==> config.mk <==
export PLATFORM = sky130hd
export DESIGN_NAME = tlc_signal_monitor
export DESIGN_NICKNAME = d
export VERILOG_FILES = /design/src/rtl/tlc_signal_monitor.sv
export SDC_FILE = /design/constraint.sdc
export NUM_CORES = 1
export LEC_CHECK = 0
export CAP_MARGIN = 0
export CORE_UTILIZATION = 35
export CTS_CLUSTER_DIAMETER = 40
export CTS_CLUSTER_SIZE = 28
export DETAILED_ROUTE_END_ITERATION = 16
export PLACE_DENSITY = 0.47
export SLEW_MARGIN = 0
export SYNTH_ARGS = -nofsm -noshare
export SYNTH_HDL_FRONTEND = slang
export SYNTH_SLANG_ARGS = --single-unit
==> constraint.sdc <==
create_clock -name Clk -period 2.99 [get_ports Clk]
set_clock_uncertainty 0.15 [all_clocks]
set_input_delay 0.897 -clock Clk [delete_from_list [all_inputs] [get_ports Clk]]
set_output_delay 0.897 -clock Clk [all_outputs]
set_load 0.01 [all_outputs]
==> src/rtl/tlc_signal_monitor.sv <==
// Traffic-light signal monitor: decodes light codes into lamp drive,
// checks the sequence and latches a flashing-red fault on any violation.
module tlc_signal_monitor #(
    parameter int MIN_YELLOW = 4,
    parameter int MIN_ALLRED = 2,
    parameter int BLINK_HALF = 8,
    parameter int CNT_W      = 16
) (
    input  logic       Clk,
    input  logic       Rst,
    input  logic [1:0] highwaySignal,
    input  logic [1:0] farmSignal,
    output logic [2:0] hwLamp,
    output logic [2:0] farmLamp,
    output logic       Fault,
    output logic [2:0] FaultCode
);

    typedef enum logic {MONITOR, FAULT} state_t;

    localparam logic [1:0] C_G = 2'b00;
    localparam logic [1:0] C_Y = 2'b01;
    localparam logic [1:0] C_R = 2'b10;
    localparam logic [1:0] C_X = 2'b11;

    localparam logic [2:0] L_RED = 3'b100;
    localparam logic [2:0] L_OFF = 3'b000;

    localparam logic [CNT_W-1:0] MIN_Y  = CNT_W'(MIN_YELLOW);
    localparam logic [CNT_W-1:0] MIN_AR = CNT_W'(MIN_ALLRED);
    localparam logic [CNT_W-1:0] B_HALF = CNT_W'(BLINK_HALF);
    localparam logic [CNT_W-1:0] B_LAST = CNT_W'(2 * BLINK_HALF - 1);
    localparam logic [CNT_W-1:0] ONE    = CNT_W'(1);
    localparam logic [CNT_W-1:0] ZERO   = '0;

    state_t           state, stateNxt;
    logic [1:0]       hwPrev, hwPrevNxt;
    logic [1:0]       farmPrev, farmPrevNxt;
    logic [CNT_W-1:0] hwYel, hwYelNxt;
    logic [CNT_W-1:0] farmYel, farmYelNxt;
    logic [CNT_W-1:0] allRed, allRedNxt;
    logic [CNT_W-1:0] blink, blinkNxt;
    logic [2:0]       hwLampNxt, farmLampNxt;
    logic             faultNxt;
    logic [2:0]       codeNxt;
    logic [2:0]       vioCode;

    logic invalid, conflict, badTrans, shortYel, shortRed;

    function automatic logic [2:0] decode(input logic [1:0] c);
        unique case (c)
            C_G:     decode = 3'b001;
            C_Y:     decode = 3'b010;
            default: decode = 3'b100;
        endcase
    endfunction

    function automatic logic illegal(input logic [1:0] p,
                                     input logic [1:0] c);
        illegal = (p == C_G && c == C_R)
               || (p == C_R && c == C_Y)
               || (p == C_Y && c == C_G);
    endfunction

    function automatic logic [CNT_W-1:0] satInc(
        input logic [CNT_W-1:0] v,
        input logic [CNT_W-1:0] lim
    );
        satInc = (v >= lim) ? v : v + ONE;
    endfunction

    assign invalid  = (highwaySignal == C_X) || (farmSignal == C_X);
    assign conflict = (highwaySignal != C_R) && (farmSignal != C_R);
    assign badTrans = illegal(hwPrev, highwaySignal)
                   || illegal(farmPrev, farmSignal);
    assign shortYel =
        (hwPrev == C_Y && highwaySignal == C_R && hwYel < MIN_Y)
     || (farmPrev == C_Y && farmSignal == C_R && farmYel < MIN_Y);
    assign shortRed =
        (hwPrev == C_R && highwaySignal == C_G && allRed < MIN_AR)
     || (farmPrev == C_R && farmSignal == C_G && allRed < MIN_AR);

    // Lowest code wins when several checks fire together
    always_comb begin
        vioCode = 3'd0;
        priority case (1'b1)
            invalid:  vioCode = 3'd1;
            conflict: vioCode = 3'd2;
            badTrans: vioCode = 3'd3;
            shortYel: vioCode = 3'd4;
            shortRed: vioCode = 3'd5;
            default:  vioCode = 3'd0;
        endcase
    end

    always_comb begin
        stateNxt    = state;
        hwPrevNxt   = hwPrev;
        farmPrevNxt = farmPrev;
        hwYelNxt    = hwYel;
        farmYelNxt  = farmYel;
        allRedNxt   = allRed;
        blinkNxt    = blink;
        hwLampNxt   = hwLamp;
        farmLampNxt = farmLamp;
        faultNxt    = Fault;
        codeNxt     = FaultCode;
        unique case (state)
            MONITOR: begin
                if (vioCode != 3'd0) begin
                    stateNxt    = FAULT;
                    faultNxt    = 1'b1;
                    codeNxt     = vioCode;
                    blinkNxt    = ZERO;
                    hwLampNxt   = L_RED;
                    farmLampNxt = L_RED;
                end else begin
                    hwLampNxt   = decode(highwaySignal);
                    farmLampNxt = decode(farmSignal);
                    hwPrevNxt   = highwaySignal;
                    farmPrevNxt = farmSignal;
                    hwYelNxt    = (highwaySignal == C_Y)
                                ? satInc(hwYel, MIN_Y) : ZERO;
                    farmYelNxt  = (farmSignal == C_Y)
                                ? satInc(farmYel, MIN_Y) : ZERO;
                    allRedNxt   = (highwaySignal == C_R
                                && farmSignal == C_R)
                                ? satInc(allRed, MIN_AR) : ZERO;
                end
            end
            FAULT: begin
                blinkNxt    = (blink == B_LAST) ? ZERO : blink + ONE;
                hwLampNxt   = (blinkNxt < B_HALF) ? L_RED : L_OFF;
                farmLampNxt = hwLampNxt;
            end
            default: stateNxt = MONITOR;
        endcase
    end

    always_ff @(posedge Clk) begin
        if (Rst) begin
            state     <= MONITOR;
            hwPrev    <= C_R;
            farmPrev  <= C_R;
            hwYel     <= ZERO;
            farmYel   <= ZERO;
            allRed    <= MIN_AR;
            blink     <= ZERO;
            hwLamp    <= L_RED;
            farmLamp  <= L_RED;
            Fault     <= 1'b0;
            FaultCode <= 3'd0;
        end else begin
            state     <= stateNxt;
            hwPrev    <= hwPrevNxt;
            farmPrev  <= farmPrevNxt;
            hwYel     <= hwYelNxt;
            farmYel   <= farmYelNxt;
            allRed    <= allRedNxt;
            blink     <= blinkNxt;
            hwLamp    <= hwLampNxt;
            farmLamp  <= farmLampNxt;
            Fault     <= faultNxt;
            FaultCode <= codeNxt;
        end
    end

endmodule

==> results of run 1 <==
-- sequential cells by signal, summed over array words and instances, names as in the netlist --
name,flops
allRed,16
blink,16
farmYel,16
hwYel,16
FaultCode,3
farmLamp,3
hwLamp,3
farmPrev,2
hwPrev,2
Fault,1
state,1
-- layer usage --
layer  up-vias  global-route usage
met5         -                   0
met4         0             0.05969
met3         8             0.05714
met2        48              0.2622
met1      1609              0.2524
li1       1739                   -
-- how the worst min path moves through the flow --
stage,start,slack [ps],end,cells after the start
after floorplan,hwYel[10],280,hwYel[10],1
after global placement,hwYel[14],290,hwYel[14],1
after detailed placement,hwYel[14],300,hwYel[14],1
after CTS,hwYel[7],320,hwYel[7],1
after global routing,hwYel[7],340,hwYel[7],1
final,hwYel[6],310,hwYel[6],1
-- critical path, cell delays in order --
cell	delay, ps
dlygate4sd2_1	310
or4b_1	550
o31a_1	130
or2_1	260
nand4b_4	160
buf_4	170
nor2_1	60
a221o_1	350
-- area by class of cell --
type / count / area (sq um)
fillers: 1053 / 5944
multi-input cells: 326 / 2063
flip-flops and latches: 79 / 1582
repair buffers: 58 / 495.5
well taps: 136 / 170.2
clock buffers: 10 / 137.6
clock inverters: 6 / 60.06
inverters: 15 / 56.30
-- power groups by stage --
| stage | registers [W] | clock network, W | logic (W) |
|---|---|---|---|
| finish | 0.00108 | 0.000820 | 0.000192 |
| global placement | 0.00110 | 0 | 0.000190 |
| floorplan | 0.00110 | 0 | 0.000106 |
| detailed placement | 0.00110 | 0 | 0.000191 |
| CTS | 0.00108 | 0.000851 | 0.000193 |
| global route | 0.00108 | 0.000887 | 0.000211 |
-- metrics by stage --
step	cells	setup slack, ps	cell area (sq um)	total power [W]	setup TNS, ps
3_3_place_gp	614	-475.7	4348	0.001292	-24640
2_1_floorplan	448	207.6	3861	0.001206	0
6_report	630	200.1	4564	0.002089	0
3_5_place_dp	614	-512.2	4348	0.001292	-25060
4_1_cts	630	4.931	4552	0.002120	0
5_1_grt	630	116.9	4564	0.002177	0
-- cell usage in the layout (no fill, tap or decap), drive strengths merged, types with 4 or more instances in the layout --
master	Yosys	final
nand2	30	30
a21oi	27	27
and4	8	8
o21a	4	4
o21ai	11	11
a41oi	15	15
nor3	15	15
nor2	53	53
buf	14	43
and2	20	20
and3	13	13
a311oi	6	6
or3	4	4
nor4	12	12
nor2b	4	4
inv	14	14
a31oi	14	14
clkdlybuf4s50	0	11
ha	7	7
nand2b	4	4
dfxtp	79	79
clkinv	1	4
nand3	19	19
clkbuf	14	10
nand4	9	9
-- logic make-up after synthesis --
logic type                 after synthesis
AOI/OAI and AO/OA                      105
xor gates and xnor gates                 5
adders and majority gates                7
buffers and inverters                   43
DFF                                     79
muxes                                    3
and+or+nand+nor                        206
==> results.json, run 1 <==
{
  "status": "finished clean",
  "worst-r2r-cell-count": 6,
  "syn_area_per_cell_sq_um": 8.619,
  "setup_viol": 0,
  "period_needed_ps": 2790,
  "worst_pin_slew_ps": 498.7,
  "synth_top_family_by_area": "simple AND/OR/NAND/NOR gates",
  "synth_fa_ha_area_frac": 0.02268,
  "ys_ff_latch": 79,
  "r2r_slack_ps": 530,
  "cts-root-buf": "clkbuf_8",
  "yosys.area_share.simple": 0.2923,
  "cts_setup_buffers": 0,
  "cts_num_sinks": 79,
  "die_y_um": 107.0,
  "grt_first_pass_wirelength_um": 16040,
  "first_iter_violations": 184,
  "min_path_type": "reg -> reg",
  "cts_hold_buf": 0,
  "critPathArrivalTime_ps": 2910,
  "grt_pass1_vias": 3186,
  "fin_util": 0.4343,
  "relSlewSlack": 0.6676,
  "startpoint_type": "input port",
  "criticalPathCategory": "in -> reg",
  "antenna_found_initial": 0,
  "rr_endpoint": "blink[8]",
  "drt-total-wl_um": 9442,
  "wl_met2_um": 3949,
  "p_leak_nw": 1.736,
  "endpoint": "blink[5]",
  "end_kind": "flip-flop",
  "rsz0062_at_grt": "no",
  "max_freq_mhz": 358.4,
  "ys_top_cells_by_count": "79 x dfxtp_1, 52 x nor2_1, 29 x nand2_1",
  "final.period_utilization": 0.9331,
  "crit_required_ps": 3110,
  "clock_power_share": 0.392,
  "drive_above_1_share": 0.1498,
  "initial_utilization": 0.3674,
  "dr.max_layer_used": "met4",
  "comb_power_share": 0.092,
  "cp_max_fo": 7,
  "syn_area_sq_um": 3861,
  "rows": 37,
  "synth.top_cell.area_share": 0.4096,
  "route.met3.wl_um": 370,
  "clkSlewWorstSetupHoldPaths_ps": 90,
  "clock_path_buffers": 2,
  "cts_buffers": 9,
  "drt-pass1-iter-count": 4,
  "synth.most_common_cell": "dfxtp_1",
  "post_drt_wl_per_cell_um": 14.99,
  "crit-reg2reg-launch": "blink[0]",
  "synth_area_leader_cell": "dfxtp_1",
  "p_int_w": 0.001558,
  "io-pin-count": 16,
  "met1_length_um": 5020,
  "synth-edff-count": 0,
  "hpwl_um": 6673,
  "dr_total_vias": 3404,
  "startpoint": "farmSignal[1]",
  "ys_seq_area_frac": 0.4096,
  "syn_inst": 448,
  "coreArea_sq_um": 10510,
  "hold_ws_ps": 314.7,
  "gp_congestion": 0.7780,
  "cts_resized": 3,
  "synthMuxAreaShare": 0.008101,
  "max-vdd-ir-drop_mv": 0.2992,
  "area.growth.synth_to_final_pct": 18.21,
  "nets": 502,
  "maxCapViolations": 0,
  "synth_flop_cell": "dfxtp_1",
  "p_switching_w": 0.0005309,
  "grt_max_degree": 28,
  "synthXorXnorAreaFrac": 0.01134,
  "overflow": 0,
  "ys_types": 66,
  "ant_nets": 0,
  "swShare": 0.2542,
  "die_w_um": 107.0,
  "die-area_sq_um": 11460,
  "synth_top_cells_by_area": "dfxtp_1 41%, nor2_1 5.1%, a41oi_1 3.4%, a21oi_1 3.2%, and2_1 3.2%",
  "tritoncts": "yes",
  "ys_async_sr_fraction": 0,
  "drc_errors": 0,
  "slew_viol_final": 0,
  "synth_compound_area_frac": 0.1977,
  "clk_latency_ps": 370,
  "ys_warn_count": 0,
  "n_antenna_cell": 0,
  "power_frac_seq": 0.515,
  "htree_levels": 3,
  "grt_use_total": 0.1811,
  "power.density_nw_per_um2": 457.6,
  "io_buffers": 15,
  "syn-num-nets": 461,
  "hold_viol": 0,
  "via_per_inst": 5.403
}
(Power assumes the default switching activity.)
==> run 2, diff against run 1 <==
- REMOVE_ABC_BUFFERS: unset -> 1
==> run 2 against run 1 <==
  * Wire length rose by 1.5%
  * Via count rose by 1.1%
  * Largest power group unchanged
  * Critical path depth did not move
  * Register-to-register slack got worse by 50 ps
  * Sequential cell count did not move
==> results.json, run 2 (same netlist as run 1, synthesis figures left out) <==
{
  "hold_viol": 0,
  "rows": 37,
  "fillCellCount": 1067,
  "cts_num_sinks": 79,
  "busiest_layer": "met2",
  "power.density_nw_per_um2": 452.7,
  "tritoncts": "yes",
  "drc_errors": 0,
  "final_common_cell": "dfxtp_1",
  "max-vdd-ir-drop_mv": 0.2635,
  "hold_ws_ps": 317.3,
  "cts-root-buf": "clkbuf_8",
  "antenna_found_initial": 0,
  "grt_use_total": 0.1801,
  "p_total_w": 0.002091,
  "worst-r2r-cell-count": 6,
  "initial_utilization": 0.3674,
  "nets": 509,
  "grt_pass1_vias": 3179,
  "n_antenna_cell": 0,
  "final.period_utilization": 0.9282,
  "via_per_inst": 5.402,
  "grt_use_met2": 0.2825,
  "status": "finished clean",
  "cp_slowest_cell": "or4b_1",
  "die-area_sq_um": 11460,
  "period_needed_ps": 2775,
  "clkSlewWorstSetupHoldPaths_ps": 90,
  "drt-pass1-iter-count": 4,
  "maxCapViolations": 0,
  "grt_first_pass_wirelength_um": 16010,
  "clk_latency_ps": 370,
  "drt-total-wl_um": 9586,
  "grt_max_degree": 28,
  "clock_path_buffers": 2,
  "globalRouteMet3Util": 0.03222,
  "startpoint_type": "input port",
  "cp_cell_sequence": "dlygate4sd2_1 > or4b_1 > o31a_1 > or2_1 > nand4b_4 > buf_4 > nor2_1 > a221o_1",
  "io-pin-count": 16,
  "gp_congestion": 0.7966,
  "coreArea_sq_um": 10510,
  "setup_viol": 0,
  "die_y_um": 107.0,
  "overflow": 0,
  "rsz0062_at_grt": "no",
  "max_freq_mhz": 360.3,
  "relSlewSlack": 0.5493,
  "ant_nets": 0,
  "cp_max_fo": 7,
  "crit_required_ps": 3110,
  "htree_levels": 3,
  "min_path_type": "reg -> reg",
  "hold_depth": 1,
  "criticalPathCategory": "in -> reg",
  "fin_ws_ps": 214.8,
  "tns_ps": 0,
  "p_leak_nw": 1.780,
  "grt.met1_usage": 0.2414,
  "dr_total_vias": 3441,
  "cts_buffers": 9,
  "area.growth.synth_to_final_pct": 19.64,
  "die_w_um": 107.0,
  "cpPeakStageDelay_ps": 550,
  "first_iter_violations": 144,
  "end_kind": "flip-flop",
  "critPathArrivalTime_ps": 2890,
  "post_drt_wl_per_cell_um": 15.05,
  "slew_viol_final": 0,
  "io_buffers": 15,
  "worst_pin_slew_ps": 670.5,
  "hpwl_um": 6910,
  "final_cell_mix": "79 x dfxtp_1, 52 x nor2_1, 48 x buf_4",
  "pre_cts_slack_ps": -428.3,
  "drive_above_1_share": 0.1637
}
## run 2: cell type report
class | instances | area, sq um | area share
flip-flops and latches | 79 | 1582 | 0.3424
well taps | 136 | 170.2 | 0.03684
clock inverters | 7 | 73.82 | 0.01598
clock buffers | 9 | 123.9 | 0.02681
multi-input cells | 326 | 2066 | 0.4472
repair buffers | 65 | 548.0 | 0.1186
inverters | 15 | 56.30 | 0.01219
## run 2: through the flow
| stage | area, sq um | utilization | instances |
|---|---|---|---|
| CTS | 4582 | 0.4360 | 635 |
| global placement | 4385 | 0.4173 | 619 |
| global route | 4619 | 0.4396 | 637 |
| detailed placement | 4385 | 0.4173 | 619 |
| floorplan | 3692 | - | 420 |
| finish | 4619 | 0.4396 | 637 |
## run 2: worst paths after layout
path | endpoint | from | slack [ps]
setup / recovery | blink[8] | farmSignal[1] | 210
hold / removal | hwYel[7] | hwYel[7] | 320
setup reg to reg | blink[8] | blink[1] | 480
hold reg to reg | hwYel[7] | hwYel[7] | 320
## run 2: critical path, delay by kind of cell
kind | cells | cell delay [ps]
buffers and inverters | 2 | 470
AOI/OAI and AO/OA | 2 | 500
and+or+nand+nor | 4 | 1010
## run 2: timing repair
action,4_1_cts,5_1_grt
hold buffers,0,0
endpoints found under the hold margin,0,0
endpoints found under the setup margin,2,38
resized for setup,1,6
setup buffers,0,2
## run 2: layer usage
layer / wire [um] / up-vias
met3: 254 / 13
li1: - / 1745
met4: 181 / 0
met1: 4838 / 1633
met5: 0 / -
met2: 4312 / 50
## run 2: power breakdown
group          switching, W  internal (W)
logic              0.000102     0.0000937
registers         0.0000140       0.00106
clock network      0.000430      0.000387
==> run 3, diff against run 2 <==
- CORE_UTILIZATION: 35 -> 40
- PLACE_DENSITY: 0.47 -> 0.52
==> run 3 against run 2 <==
  * Global-route usage grew 1.5 points
  * Non-clock buffer count shrank 3
  * Die area shrank 12%
  * Worst hold slack lost 6.0 ps
  * Critical path type unchanged
  * Highest routed layer unchanged
==> results.json, run 3 (same netlist as run 1, synthesis figures left out) <==
{
  "tns_ps": 0,
  "post_drt_wl_per_cell_um": 14.96,
  "first_iter_violations": 157,
  "clock_path_buffers": 2,
  "status": "finished clean",
  "antenna_found_initial": 0,
  "tritoncts": "yes",
  "io-pin-count": 16,
  "min_path_type": "reg -> reg",
  "ant_nets": 0,
  "drc_errors": 0,
  "htree_levels": 3,
  "slew_viol_final": 0,
  "power.density_nw_per_um2": 446.9,
  "worst_pin_slew_ps": 519.6,
  "grt_max_degree": 28,
  "cts_num_sinks": 79,
  "coreArea_sq_um": 9284,
  "setup_viol": 0,
  "clkSlewWorstSetupHoldPaths_ps": 70,
  "area.growth.synth_to_final_pct": 18.34,
  "period_needed_ps": 2864,
  "die-area_sq_um": 10050,
  "grt.met1_usage": 0.2625,
  "criticalPathCategory": "in -> reg",
  "final_cell_mix": "79 x dfxtp_1, 52 x nor2_1, 44 x buf_4",
  "clk_latency_ps": 350,
  "grt_first_pass_wirelength_um": 15440,
  "crit_required_ps": 3080,
  "n_antenna_cell": 0,
  "pre_cts_slack_ps": -415.4,
  "max_freq_mhz": 349.1,
  "fin_cells": 625,
  "dr_total_vias": 3439,
  "end_kind": "flip-flop",
  "fin_ws_ps": 125.7,
  "drt-pass1-iter-count": 4,
  "rows": 35,
  "busiest_layer": "met2",
  "max-vdd-ir-drop_mv": 0.2796,
  "cp_max_fo": 11,
  "initial_utilization": 0.4159,
  "grt_pass1_vias": 3203,
  "startpoint_type": "input port",
  "die_y_um": 100.3,
  "final.period_utilization": 0.9580,
  "overflow": 0,
  "rsz0062_at_grt": "no",
  "numPlacedInstances": 609,
  "via_per_inst": 5.502,
  "worst-r2r-cell-count": 6,
  "hold_depth": 1,
  "relSlewSlack": 0.6536,
  "final_common_cell": "dfxtp_1",
  "io_buffers": 15,
  "globalRouteMet3Util": 0.05223,
  "grt_use_total": 0.1950,
  "grt_use_met2": 0.3082,
  "drt-total-wl_um": 9347,
  "maxCapViolations": 0,
  "die_w_um": 100.3,
  "cts_buffers": 9,
  "hold_viol": 0,
  "cts-root-buf": "clkbuf_8",
  "critPathArrivalTime_ps": 2950,
  "drive_above_1_share": 0.1552,
  "gp_congestion": 0.8173,
  "p_leak_nw": 1.748,
  "nets": 506,
  "hpwl_um": 6664,
  "cts_hold_buf": 0,
  "fillCellCount": 904
}
[run 3: cell types whose count changed in the layout (fill, tap and decap cells not counted), sizes merged]
cell    change
clkbuf      +1
buf         -3
clkinv      -3
[run 3: critical path: stages]
cell           delay [ps]
dlygate4sd2_1         290
or4b_1                540
o31a_1                140
buf_4                 140
nor2_2                140
nor4b_4                60
buf_4                 170
buf_6                 150
nand2_1                90
mux2_2                330
[run 3: report_power, final]
group	switching (W)	total, W	internal (W)
registers	0.0000147	0.00108	0.00106
logic	0.000101	0.000192	0.0000910
clock network	0.000374	0.000770	0.000396
total	0.000490	0.00204	0.00155
[run 3: path summary, 6_finish.rpt]
check	startpoint	slack (ps)	endpoint
worst max-delay path	farmSignal[1]	130	allRed[0]
worst min-delay path	hwYel[11]	310	hwYel[11]
worst max register to register	blink[0]	480	blink[5]
worst min register to register	hwYel[11]	310	hwYel[11]
[run 3: repair_timing]
| item | 4_1_cts | 5_1_grt |
|---|---|---|
| setup endpoints to repair | 18 | 47 |
| gates cloned | 0 | 1 |
| setup buffers | 0 | 1 |
| gates resized for setup | 2 | 4 |
| endpoints found under the hold margin | 0 | 0 |
[run 3: per-stage QoR]
stage | utilization | hold WS, ps | instance area (sq um) | total power [W]
after detailed placement | 0.4690 | 295.0 | 4354 | 0.001294
after global routing | 0.4922 | 323.4 | 4569 | 0.002133
after floorplan | - | 280.2 | 3692 | 0.001184
after global placement | 0.4690 | 292.5 | 4354 | 0.001294
final | 0.4922 | 311.3 | 4569 | 0.002042
after CTS | 0.4892 | 316.7 | 4542 | 0.002071
[run 3: final cells by class]
type	instances	area, sq um	share of cell area
Clock buffer	10	137.6	0.03012
Inverter	15	56.30	0.01232
Tap cell	129	161.4	0.03532
Clock inverter	4	47.55	0.01041
Multi-Input combinational cell	326	2062	0.4513
Timing Repair Buffer	62	523.0	0.1145
Sequential cell	79	1582	0.3461
[run 3: routing by layer]
layer | vias to the layer above | part of all wire
met4 | 0 | 0.012
met5 | - | 0
met3 | 11 | 0.047
met2 | 65 | 0.45
li1 | 1745 | -
met1 | 1618 | 0.49
